$ cat config.mk
export PLATFORM = sky130hd
export DESIGN_NAME = stripe_scheduler
export DESIGN_NICKNAME = d
export VERILOG_FILES = /design/src/rtl/stripe_scheduler_pkg.sv /design/src/rtl/stripe_scheduler_max_tracker.sv /design/src/rtl/stripe_scheduler.sv
export SDC_FILE = /design/constraint.sdc
export NUM_CORES = 1
export LEC_CHECK = 0
export CAP_MARGIN = 20
export CELL_PAD_IN_SITES_DETAIL_PLACEMENT = 0
export CELL_PAD_IN_SITES_GLOBAL_PLACEMENT = 1
export CORE_ASPECT_RATIO = 0.5
export CORE_MARGIN = 2
export CORE_UTILIZATION = 34
export CTS_BUF_LIST = sky130_fd_sc_hd__clkbuf_8
export DETAILED_ROUTE_END_ITERATION = 10
export GPL_ROUTABILITY_DRIVEN = 0
export HOLD_SLACK_MARGIN = 0.06
export PLACE_DENSITY_LB_ADDON = 0.3
export SYNTH_ARGS = -nofsm -noshare
export SYNTH_HDL_FRONTEND = slang
export SYNTH_SLANG_ARGS = --single-unit
$ cat constraint.sdc
create_clock -name i_clk -period 3.1 [get_ports i_clk]
set_clock_uncertainty 0.15 [all_clocks]
set_input_delay 0.62 -clock i_clk [delete_from_list [all_inputs] [get_ports i_clk]]
set_output_delay 0.62 -clock i_clk [all_outputs]
set_load 0.01 [all_outputs]
$ cat src/rtl/stripe_scheduler_pkg.sv
// Shared sizing, score width and FSM state encoding for the stripe scheduler.
package stripe_scheduler_pkg;

   localparam int PE_NUM     = 64;
   localparam int SEQ_LEN    = 1024;
   localparam int GAP        = 4;
   localparam int STRIPE_NUM = SEQ_LEN / PE_NUM;
   localparam int SCORE_W    = 14;
   localparam int STRIPE_W   = 4;

   typedef enum logic [2:0] {
      IDLE,
      LOAD_B,
      GAP_WAIT,
      STREAM,
      PAD,
      DONE
   } state_t;

endpackage

$ cat src/rtl/stripe_scheduler_max_tracker.sv
// Running maximum of per-stripe scores, registered one cycle after i_update.
// Strict compare keeps the earliest stripe on ties; accepts an update every cycle.
module max_tracker
   import stripe_scheduler_pkg::*;
(
   input  logic                i_clk,
   input  logic                i_rst_n,
   input  logic                i_clear,
   input  logic                i_update,
   input  logic [SCORE_W-1:0]  i_score,
   input  logic [STRIPE_W-1:0] i_stripe,
   output logic [SCORE_W-1:0]  o_max_score,
   output logic [STRIPE_W-1:0] o_max_stripe
);

   always_ff @(posedge i_clk or negedge i_rst_n) begin
      if (!i_rst_n) begin
         o_max_score  <= '0;
         o_max_stripe <= '0;
      end else if (i_clear) begin
         o_max_score  <= '0;
         o_max_stripe <= '0;
      end else if (i_update && (i_score > o_max_score)) begin
         o_max_score  <= i_score;
         o_max_stripe <= i_stripe;
      end
   end

endmodule

$ cat src/rtl/stripe_scheduler.sv
// Walks B stripe by stripe: fetch B word, idle GAP cycles, stream A one base/cycle, pad until the PE array ends the stripe.
// B/A memories have one-cycle read latency; the PE array paces each stripe through i_stripe_end.
module stripe_scheduler #(
   parameter int PE_NUM  = stripe_scheduler_pkg::PE_NUM,
   parameter int SEQ_LEN = stripe_scheduler_pkg::SEQ_LEN,
   parameter int GAP     = stripe_scheduler_pkg::GAP
) (
   input  logic         i_clk,
   input  logic         i_rst_n,
   input  logic         i_go,
   output logic [3:0]   o_B_addr,
   input  logic [127:0] i_B_data,
   output logic [9:0]   o_A_addr,
   input  logic [1:0]   i_A_data,
   output logic [127:0] o_B,
   output logic [1:0]   o_A,
   output logic         o_start,
   input  logic         i_stripe_end,
   input  logic [9:0]   i_start_position,
   input  logic [13:0]  i_max_score_stripe,
   output logic         o_busy,
   output logic         o_done,
   output logic [13:0]  o_max_score,
   output logic [3:0]   o_max_stripe
);

   import stripe_scheduler_pkg::*;

   localparam int          STRIPES = SEQ_LEN / PE_NUM;
   localparam int          GAP_W   = (GAP > 1) ? $clog2(GAP) : 1;
   localparam logic [9:0]  A_LAST  = 10'(SEQ_LEN - 1);
   localparam logic [10:0] A_SAT   = 11'(SEQ_LEN - 1);
   localparam logic [3:0]  S_LAST  = 4'(STRIPES - 1);

   state_t           state;
   state_t           state_nxt;
   logic [3:0]       stripe_idx;
   logic [9:0]       a_start;
   logic [9:0]       a_addr;
   logic [9:0]       cur_idx;
   logic [9:0]       start_sat;
   logic [GAP_W-1:0] gap_cnt;
   logic             gap_last;
   logic             b_phase;
   logic             run_init;
   logic             stripe_end_act;

   // a_addr runs one ahead of the base on o_A because memory data lags its address by a cycle.
   assign cur_idx   = a_addr - 10'd1;
   assign gap_last  = (gap_cnt == GAP_W'(GAP - 1));
   assign start_sat = ({1'b0, i_start_position} > A_SAT) ? A_LAST : i_start_position;

   assign o_B_addr = stripe_idx;
   assign o_A_addr = a_addr;
   assign o_A      = (state == STREAM) ? i_A_data : 2'b00;
   assign o_start  = (state == STREAM) || (state == PAD);
   assign o_busy   = (state != IDLE);
   assign o_done   = (state == DONE);

   always_ff @(posedge i_clk or negedge i_rst_n) begin
      if (!i_rst_n) begin
         state <= IDLE;
      end else begin
         state <= state_nxt;
      end
   end

   always_comb begin
      state_nxt      = state;
      run_init       = 1'b0;
      stripe_end_act = 1'b0;
      case (state)
         IDLE: begin
            if (i_go) begin
               run_init  = 1'b1;
               state_nxt = LOAD_B;
            end
         end
         LOAD_B: begin
            if (b_phase) begin
               state_nxt = GAP_WAIT;
            end
         end
         GAP_WAIT: begin
            if (gap_last) begin
               state_nxt = STREAM;
            end
         end
         STREAM, PAD: begin
            if (i_stripe_end) begin
               stripe_end_act = 1'b1;
               state_nxt      = (stripe_idx == S_LAST) ? DONE : LOAD_B;
            end else if ((state == STREAM) && (cur_idx == A_LAST)) begin
               state_nxt = PAD;
            end
         end
         DONE: begin
            state_nxt = IDLE;
         end
         default: begin
            state_nxt = IDLE;
         end
      endcase
   end

   // LOAD_B spends one cycle on the address and latches the returned word on the second.
   always_ff @(posedge i_clk or negedge i_rst_n) begin
      if (!i_rst_n) begin
         stripe_idx <= '0;
         a_start    <= '0;
         a_addr     <= '0;
         gap_cnt    <= '0;
         b_phase    <= 1'b0;
         o_B        <= '0;
      end else begin
         b_phase <= (state == LOAD_B) && !b_phase;
         gap_cnt <= (state == GAP_WAIT) ? gap_cnt + 1'b1 : '0;
         if (run_init) begin
            stripe_idx <= '0;
            a_start    <= '0;
         end
         if ((state == LOAD_B) && b_phase) begin
            o_B    <= i_B_data;
            a_addr <= a_start;
         end
         if (((state == GAP_WAIT) && gap_last) || (state == STREAM)) begin
            a_addr <= a_addr + 10'd1;
         end
         if (stripe_end_act) begin
            a_start <= start_sat;
            if (stripe_idx != S_LAST) begin
               stripe_idx <= stripe_idx + 4'd1;
            end
         end
      end
   end

   max_tracker u_max_tracker (
      .i_clk        (i_clk),
      .i_rst_n      (i_rst_n),
      .i_clear      (run_init),
      .i_update     (stripe_end_act),
      .i_score      (i_max_score_stripe),
      .i_stripe     (stripe_idx),
      .o_max_score  (o_max_score),
      .o_max_stripe (o_max_stripe)
   );

endmodule

# Word-level counts from Yosys, hierarchy flattened
# Cells that the tools add are included.
# totals
out_inout_bits	165
inputBits	158
wordCells	66
reg_bits	176
# classes
n_addsub	4
eq_ne	13
n_reduce_logical	15
mux	24
order_cmp	1
# op_table
cell	count
$mux 10	4
$mux 14	2
$mux 4	5
$mux 3	6
$gt 14x14->1	1
$pmux 3 s4	1
$add 10x1->10 const B	1
$eq 10x10->1 const B	1
$sub 10x1->10 const B	1
$eq 3x2->1 const B	2
$eq 3x3->1 const B	2
$ne 2x2->1 const B	3
$reduce_bool 2->1	3
$logic_and 1x1->1	5
$add 4x1->4 const B	1
$eq 4x4->1 const B	1
$mux 1	4
$mux 2	2
$ne 4x4->1 const B	1
$reduce_and 4->1	1
$eq 3x1->1 const B	1
$logic_not 3->1	1
$ne 3x3->1 const B	1
$reduce_bool 3->1	1
5 further kinds	6

# Depth between registers and ports, before layout
# Gate-level depths: netlist of the first run.
# logic_depth
word_depth	6
mapped_depth	9
ltp_nobuf	7

# Modules after synthesis
# From an unflattened synthesis of the first run, not the netlist that was laid out.
# hier_totals
hier_cells	829
hier_area_um2	7662.3
# modules_own_cells
mod	cells_per_inst	seq_area_each_um2	area_each_um2	instances
stripe_scheduler	702	3953.8	6408.6	1
max_tracker	127	450.4	1253.7	1

# Worst setup path after synthesis of the first run
# No wires, ideal clock.
# synth_path
path_kind	input to register
startpoint	in i_max_score_stripe[13]
endpoint	reg u_max_tracker.o_max_score[10]
path_stages	8
t_arrival_ns	2.153
path_buffers	2
path_slack_ns	0.718
required_ns	2.871
cell_sequence	ha_1 > nand2_2 > nor4_4 > o31ai_1 > a221oi_2 > buf_6 > buf_12 > mux2i_1
# synth_between
elab_chain_cells	3
# synth_rtl
item	line_no	text
from (decl)	stripe_scheduler.sv:20	input logic [13:0] i_max_score_stripe,
$gt 14x14->1	stripe_scheduler_max_tracker.sv:23	end else if (i_update && (i_score > o_max_score)) begin
$logic_and 1x1->1	stripe_scheduler_max_tracker.sv:23	
$reduce_bool 2->1 (no line)	n/a	
to (signal assigned)	stripe_scheduler_max_tracker.sv:24	o_max_score <= i_score;
to (decl)	stripe_scheduler_max_tracker.sv:12	output logic [SCORE_W-1:0] o_max_score,
# Every way passes these cells.
# A chain may end at the register's enable or synchronous reset.

# Worst setup path in the final report of the first run
# layout_path
startpoint	reg state[1]
endpoint	out o_start
# layout_between
elab_chain_cells	2
elab_cells_between_ends	3
# layout_rtl
item	line_no	text
from (decl)	stripe_scheduler.sv:35	state_t state;
from (signal assigned)	stripe_scheduler.sv:64	state <= state_nxt;
$eq 3x2->1 or $eq 3x3->1 (tied branches)	stripe_scheduler.sv:56	assign o_start = (state == STREAM) || (state == PAD);
$logic_or 1x1->1 *	stripe_scheduler.sv:56	
to (decl)	stripe_scheduler.sv:17	output logic o_start,
# Mark *: on every way between the ends. The rest lies on a longest branch, timed or not.

==> results of run 1 <==
-- power by group through the flow --
stage / combinational (W) / clock [W] / sequential (W)
after floorplan: 0.00201 / 0 / 0.00452
after global placement: 0.00534 / 0 / 0.00412
after detailed placement: 0.00545 / 0 / 0.00415
after CTS: 0.00547 / 0.00155 / 0.00413
after global routing: 0.00590 / 0.00163 / 0.00427
final: 0.00537 / 0.00148 / 0.00412
-- stage by stage --
step / instances / cell area [sq um] / util, % / hold WS, ns
final: 1476 / 11500 / 53.1 / 0.307
after global routing: 1476 / 11500 / 53.1 / 0.323
after CTS: 1476 / 11500 / 53.1 / 0.309
after detailed placement: 1444 / 11100 / 51.4 / 0.291
after global placement: 1444 / 11100 / 51.4 / 0.277
after floorplan: 846 / 7530 / - / 0.174
-- sequential cells by signal, summed over array words and instances (netlist names) --
| signal | flops |
|---|---|
| o_B | 128 |
| u_max_tracker.o_max_score | 14 |
| a_start | 10 |
| o_A_addr | 10 |
| o_B_addr | 4 |
| u_max_tracker.o_max_stripe | 4 |
| state | 3 |
| gap_cnt | 2 |
| b_phase | 1 |
-- layer usage --
metal / GRT usage [%] / vias to the layer above / wire (um)
met1: 22.4 / 3135 / 9240
met5: 0 / - / 0
li1: - / 3294 / -
met3: 5.10 / 31 / 1010
met2: 31.8 / 123 / 10900
met4: 8.28 / 0 / 550
-- cell type report --
| type | count | area, sq um |
|---|---|---|
| flip-flops and latches | 176 | 4400 |
| inverters | 46 | 173 |
| fillers | 2023 | 10200 |
| clock inverters | 11 | 75.1 |
| well taps | 300 | 375 |
| repair buffers | 341 | 3420 |
| clock buffers | 20 | 275 |
| multi-input cells | 582 | 2780 |
-- cell usage after synthesis, types with 2 or more instances --
library cell / n
nor2_1: 17
nand4_1: 3
buf_2: 13
inv_1: 46
nor3b_1: 2
nor3_1: 7
a31oi_1: 2
buf_1: 2
o21ai_1: 2
and3b_1: 2
clkbuf_1: 25
nand2b_1: 2
and3_1: 2
and2_1: 2
ha_1: 18
a21o_1: 3
mux2i_1: 19
nand3_1: 18
a211oi_1: 5
o31ai_1: 3
a311oi_1: 3
o21ai_0: 22
a22oi_1: 2
a21oi_1: 11
nand2_1: 418
dfrtp_1: 176
-- what timing repair did --
action | in CTS | in global routing
hold buffers | 1 | 0
endpoints found under the setup margin | 0 | 0
endpoints found under the hold margin | 49 | 0
-- cells by family (layout without fill, tap and decap cells) --
family	Yosys count	after routing	synth area share [%]
flip-flops	176	176	58.5
AO/OA/AOI/OAI	61	61	5.27
AND/OR/NAND/NOR	483	483	25.7
buffers and inverters	88	418	4.92
adder cells (fa/ha/maj)	18	18	2.99
multiplexers	19	19	2.53
XOR/XNOR	1	1	0.116
-- critical path, cell delays in order (launching register included) --
cell             delay, ns
dfrtp_1               0.50
nor3b_1               0.33
or2_2                 0.19
clkdlybuf4s50_1       0.53
-- cells in the final DEF, fill, tap and decap left out, types with 2 or more instances in the layout --
master,netlist,final
a22oi_1,2,2
clkdlybuf4s50_1,0,321
a311oi_1,3,3
o31ai_1,3,3
a31oi_1,2,2
a21o_1,3,3
nor2_1,17,17
buf_4,0,14
a211oi_1,5,5
nor3b_1,2,2
nand2_1,418,418
mux2i_1,19,19
nand4_1,3,3
buf_12,1,4
nand2b_1,2,2
clkinv_2,0,6
ha_1,18,18
dfrtp_1,176,176
o21ai_1,2,2
inv_1,46,50
and3b_1,2,2
nor3_1,7,7
and2_1,2,2
a21oi_1,11,11
o21ai_0,22,22
nand3_1,18,17
clkbuf_8,0,20
-- final timing paths --
check	startpoint	endpoint	slack, ns	cells after the start
setup / recovery	state[1]$_DFFE_PN0P_	o_start	0.30	3
hold / removal	gap_cnt[0]$_DFF_PN0_	gap_cnt[0]$_DFF_PN0_	0.31	1
setup reg to reg	state[1]$_DFFE_PN0P_	o_B[20]$_DFFE_PN0P_	0.83	5
hold reg to reg	gap_cnt[0]$_DFF_PN0_	gap_cnt[0]$_DFF_PN0_	0.31	1
max in group asynchronous	i_rst_n	o_B[44]$_DFFE_PN0P_	1.50	3
min in group asynchronous	i_rst_n	o_B[57]$_DFFE_PN0P_	0.52	2
==> run metrics, run 1 <==
Mapped Avg Cell Area 8.90 sq um; vias per inst 4.46; area leader, netlist dfrtp_1; area growth from synthesis to layout 52.8%; Setup TNS Final 0 ns; CTS tree done; Flop pwr share 37.5%; Yosys reg bits 176; CTS Buf Count 17; Clk Latency, worst-skew pair 0.47 ns; number of global-route vias before repair around 6600; Congestion Overflow GR 0; I/O Buffers roughly 320; CP Launch Type register; first-pass GRT wire length 34.2 mm; post-synthesis sequential area ratio a little under 60%; Max FO, Critical Path 12; Fin. Hold Viols 0; io pins 323; max_slew headroom 53.3%; CP endpoint kind output pin; fin nets 1340; Post-Synthesis Cells 846; drt wl/cell 14.7 um; Psw 0.00410 W; Post-synth EDFFs 0; post-placement worst setup slack 0.160 ns; drt pass-1 iters 5; unrepaired setup endpoints after global routing false; CTS Sinks 176; share of layout cells above drive strength 1 4.76%; max_cap viols 0; core area 0.0217 sq mm; Post-synth ARST share 100%; Starting Density 34.7%; # resized after CTS 0; die height about 110 um; yosys warns 0; Internal Power 0.00687 W; largest cells by area after synthesis dfrtp_1, nand2_1, ha_1, mux2i_1, inv_1; Post-DP HPWL 16.0 mm; Syn Nets 1022; share of total power in combinational logic approximately 50%; Die Area 0.0234 sq mm; post-synth cell types 47; area share of the leading cell type in the synthesized netlist about three fifths; switch share 37.3%; CTS Root Cell clkbuf_8; CTS max path bufs 2; measured slew at the worst slew-check pin approximately 0.70 ns; Max VDD drop 0.382 mV; Overall Global Routing Usage between 10% and 20%; worst endpoint required time 2.33 ns; max-slew violation count 0; Synth Cell Area 0.00753 sq mm; crit path DAT 2.03 ns; Pwr per Cell Area 954 mW/mm^2; htree depth 4; row cnt 38; critical path type reg2out; P_leak 5.53 nW; Synth Flop Type dfrtp_1; status finished clean; clock slew at reported path FFs 0.09 ns; Clock Power Share 13.5%; total vias in the final route between 6000 and 7000; # setup viols final 0; power after layout between 0.01 and 0.015 W; Post-route DRC 0; Detailed Route Iter0 Violations 324; Final WS setup 0.304 ns; antenna violations before repair 0; fin crit share 90.2%; largest net degree at the start of global routing ~70; diodes inserted 0; Max Freq approximately 0.36 GHz; Final min period 2.80 ns; post-CTS setup buffer count 0; die width about 210 um; final WL 21.7 mm; Hold WC Path Type reg2reg; Routed Antenna Nets 0
Power figures use the tool's default switching activity.
==> run 2, diff against run 1 <==
Settings changed: GPL_ROUTABILITY_DRIVEN 0 to default, REMOVE_ABC_BUFFERS from default to 1.
==> run 2 against run 1 <==
Count of clock-buffer cells in the layout is 1 higher. Final area is 0.12% lower. Critical path depth did not move. Clock power about the same. Largest cell class unchanged. Critical endpoint unchanged. Sequential share of layout area barely moved. Largest power group unchanged.
==> run metrics, run 2 (same netlist as run 1, synthesis figures left out) <==
status finished clean; Post-DP HPWL 16.3 mm (+2.1%); CP Launch Type register; Post-route DRC 0 (unchanged); area growth from synthesis to layout 52.7%; drt wl/cell 15.1 um (+2.8%); Crit-path slowest cell dfrtp_1; CTS Buf Count 17 (unchanged); fin nets 1335 (-0.37%); post-placement worst setup slack 0.0778 ns (-0.0823 ns); CP Cell Sequence and3b_1, or2_2, clkdlybuf4s50_1; antenna violations before repair 0 (unchanged); placer congestion estimate approximately 0.85; row cnt 38 (unchanged); Fin. Hold Viols 0 (unchanged); unrepaired setup endpoints after global routing false; max-slew violation count 0 (unchanged); GR Layer Usage met2 33.2% (+1.4 points); CP endpoint kind output pin; P_leak 5.51 nW (-0.35%); CTS max path bufs 2 (unchanged); I/O Buffers 322 (unchanged); Max VDD drop 0.353 mV (-7.7%); htree depth 4 (unchanged); Pwr per Cell Area 959 mW/mm^2 (+0.55%); CTS tree done; GR peak layer met2; Final min period 2.82 ns (+0.0195 ns); fin crit share 90.8% (+0.63 points); met1 usage 23.6% (+1.2 points); max_slew headroom 60.1% (+6.7 points); max_cap viols 0 (unchanged); Hold WC Path Type reg2reg; total vias in the final route 6618 (+0.53%); critical path type reg2out; Non-Filler Instances 1471 (-0.34%); top flop regs o_B (128), u_max_tracker.o_max_score (14); Clk Latency, worst-skew pair 0.47 ns (about the same); Starting Density 34.7% (unchanged); power after layout 0.0110 W (+0.43%); share of layout cells above drive strength 1 4.27% (-0.49 points); io pins 323 (unchanged); diodes inserted 0 (unchanged); commonest non-fill, non-tap cell in the layout nand2_1; Final WS setup 0.284 ns (-0.0195 ns); # setup viols final 0 (unchanged); max reg flops 128 (unchanged); commonest cells after routing, fill and taps aside nand2_1, clkdlybuf4s50_1, dfrtp_1, inv_1, o21ai_0; # resized after CTS 0 (unchanged); vias per inst 4.50 (+0.87%); CTS Root Cell clkbuf_8; largest net degree at the start of global routing 68 (unchanged); Top delay family on crit path simple AND/OR/NAND/NOR gates; die height 109 um (unchanged); Max FO, Critical Path 12 (unchanged); Bufs and invs on worst path 1 (unchanged); worst endpoint required time 2.33 ns (about the same); Top reg by flops o_B; measured slew at the worst slew-check pin 0.599 ns (-0.101 ns); first-pass GRT wire length 34.8 mm (+1.7%); drt pass-1 iters 4 (-1); DP Cell Count 1439 (-0.35%); die width 214 um (unchanged); Congestion Overflow GR 0 (unchanged); worst hold slack 0.293 ns (-0.0141 ns); Max Freq 0.355 GHz (-0.69%); crit-path max cell delay 0.50 ns (-0.03 ns); Overall Global Routing Usage 19.2% (+0.55 points); M3 GR Usage 4.80% (-0.31 points); crit path DAT 2.05 ns (+0.02 ns); number of global-route vias before repair 6462 (-1.9%); CTS Sinks 176 (unchanged); final WL 22.2 mm (+2.5%); clock slew at reported path FFs 0.09 ns (about the same); Detailed Route Iter0 Violations 362 (+12%); Die Area 0.0234 sq mm (unchanged); core area 0.0217 sq mm (unchanged); Routed Antenna Nets 0 (unchanged)
-- run 2: cell types whose count changed in the layout (fill, tap and decap cells not counted), sizes merged --
cell / delta
buf: -5
clkbuf: +1
clkinv: -2
inv: +1
-- run 2: metal layers --
metal / vias up / wire, um
met5: - / 0
met4: 0 / 387
met3: 24 / 948
met2: 131 / 11300
met1: 3178 / 9540
li1: 3285 / -
-- run 2: what timing repair did --
action / CTS / global route
endpoints found under the hold margin: 56 / 0
hold buffers: 1 / 0
buffers inserted: 0 / 0
-- run 2: cell type report --
type                       instances  area (sq um)
multi-input combinational        582          2780
inverter                          46           173
timing repair buffer             336          3390
tap                              300           375
sequential                       176          4400
clock inverter                    10          72.6
fill                            2033         10200
clock buffer                      21           289
-- run 2: report_power, final --
| part | total [W] | internal (W) | switching [W] | leakage, nW |
|---|---|---|---|---|
| Combinational | 0.00540 | 0.00279 | 0.00260 | 3.13 |
| Sequential | 0.00411 | 0.00340 | 0.000708 | 2.18 |
| Clock | 0.00151 | 0.000700 | 0.000811 | 0.208 |
-- run 2: worst paths after layout --
path / from / end / slack, ns / cells past startpoint
setup / recovery: state[1]$_DFFE_PN0P_ / o_start / 0.28 / 3
hold / removal: gap_cnt[0]$_DFF_PN0_ / gap_cnt[0]$_DFF_PN0_ / 0.29 / 1
setup reg to reg: u_max_tracker.o_max_score[11]$_DFFE_PN0P_ / u_max_tracker.o_max_score[13]$_DFFE_PN0P_ / 0.73 / 8
hold reg to reg: gap_cnt[0]$_DFF_PN0_ / gap_cnt[0]$_DFF_PN0_ / 0.29 / 1
max in group asynchronous: i_rst_n / o_B[20]$_DFFE_PN0P_ / 1.43 / 3
min in group asynchronous: i_rst_n / a_start[3]$_DFFE_PN0P_ / 0.54 / 2
-- run 2: per-stage QoR --
step	setup TNS, ns	cell area, sq um	util (%)
6_report	0	11500	53.0
5_1_grt	0	11500	53.0
4_1_cts	0	11500	53.0
3_5_place_dp	0	11100	51.3
3_3_place_gp	0	11100	51.3
2_1_floorplan	-87.69	7330	-
-- run 2: worst reg2reg max path, stage by stage, from the launching register on --
cell and delay (ns):
dfrtp_1 0.39, inv_1 0.06, ha_1 0.29, nand2_1 0.10, nor4_4 0.35, o31ai_1 0.18
a221oi_4 0.33, buf_12 0.22, mux2i_1 0.22
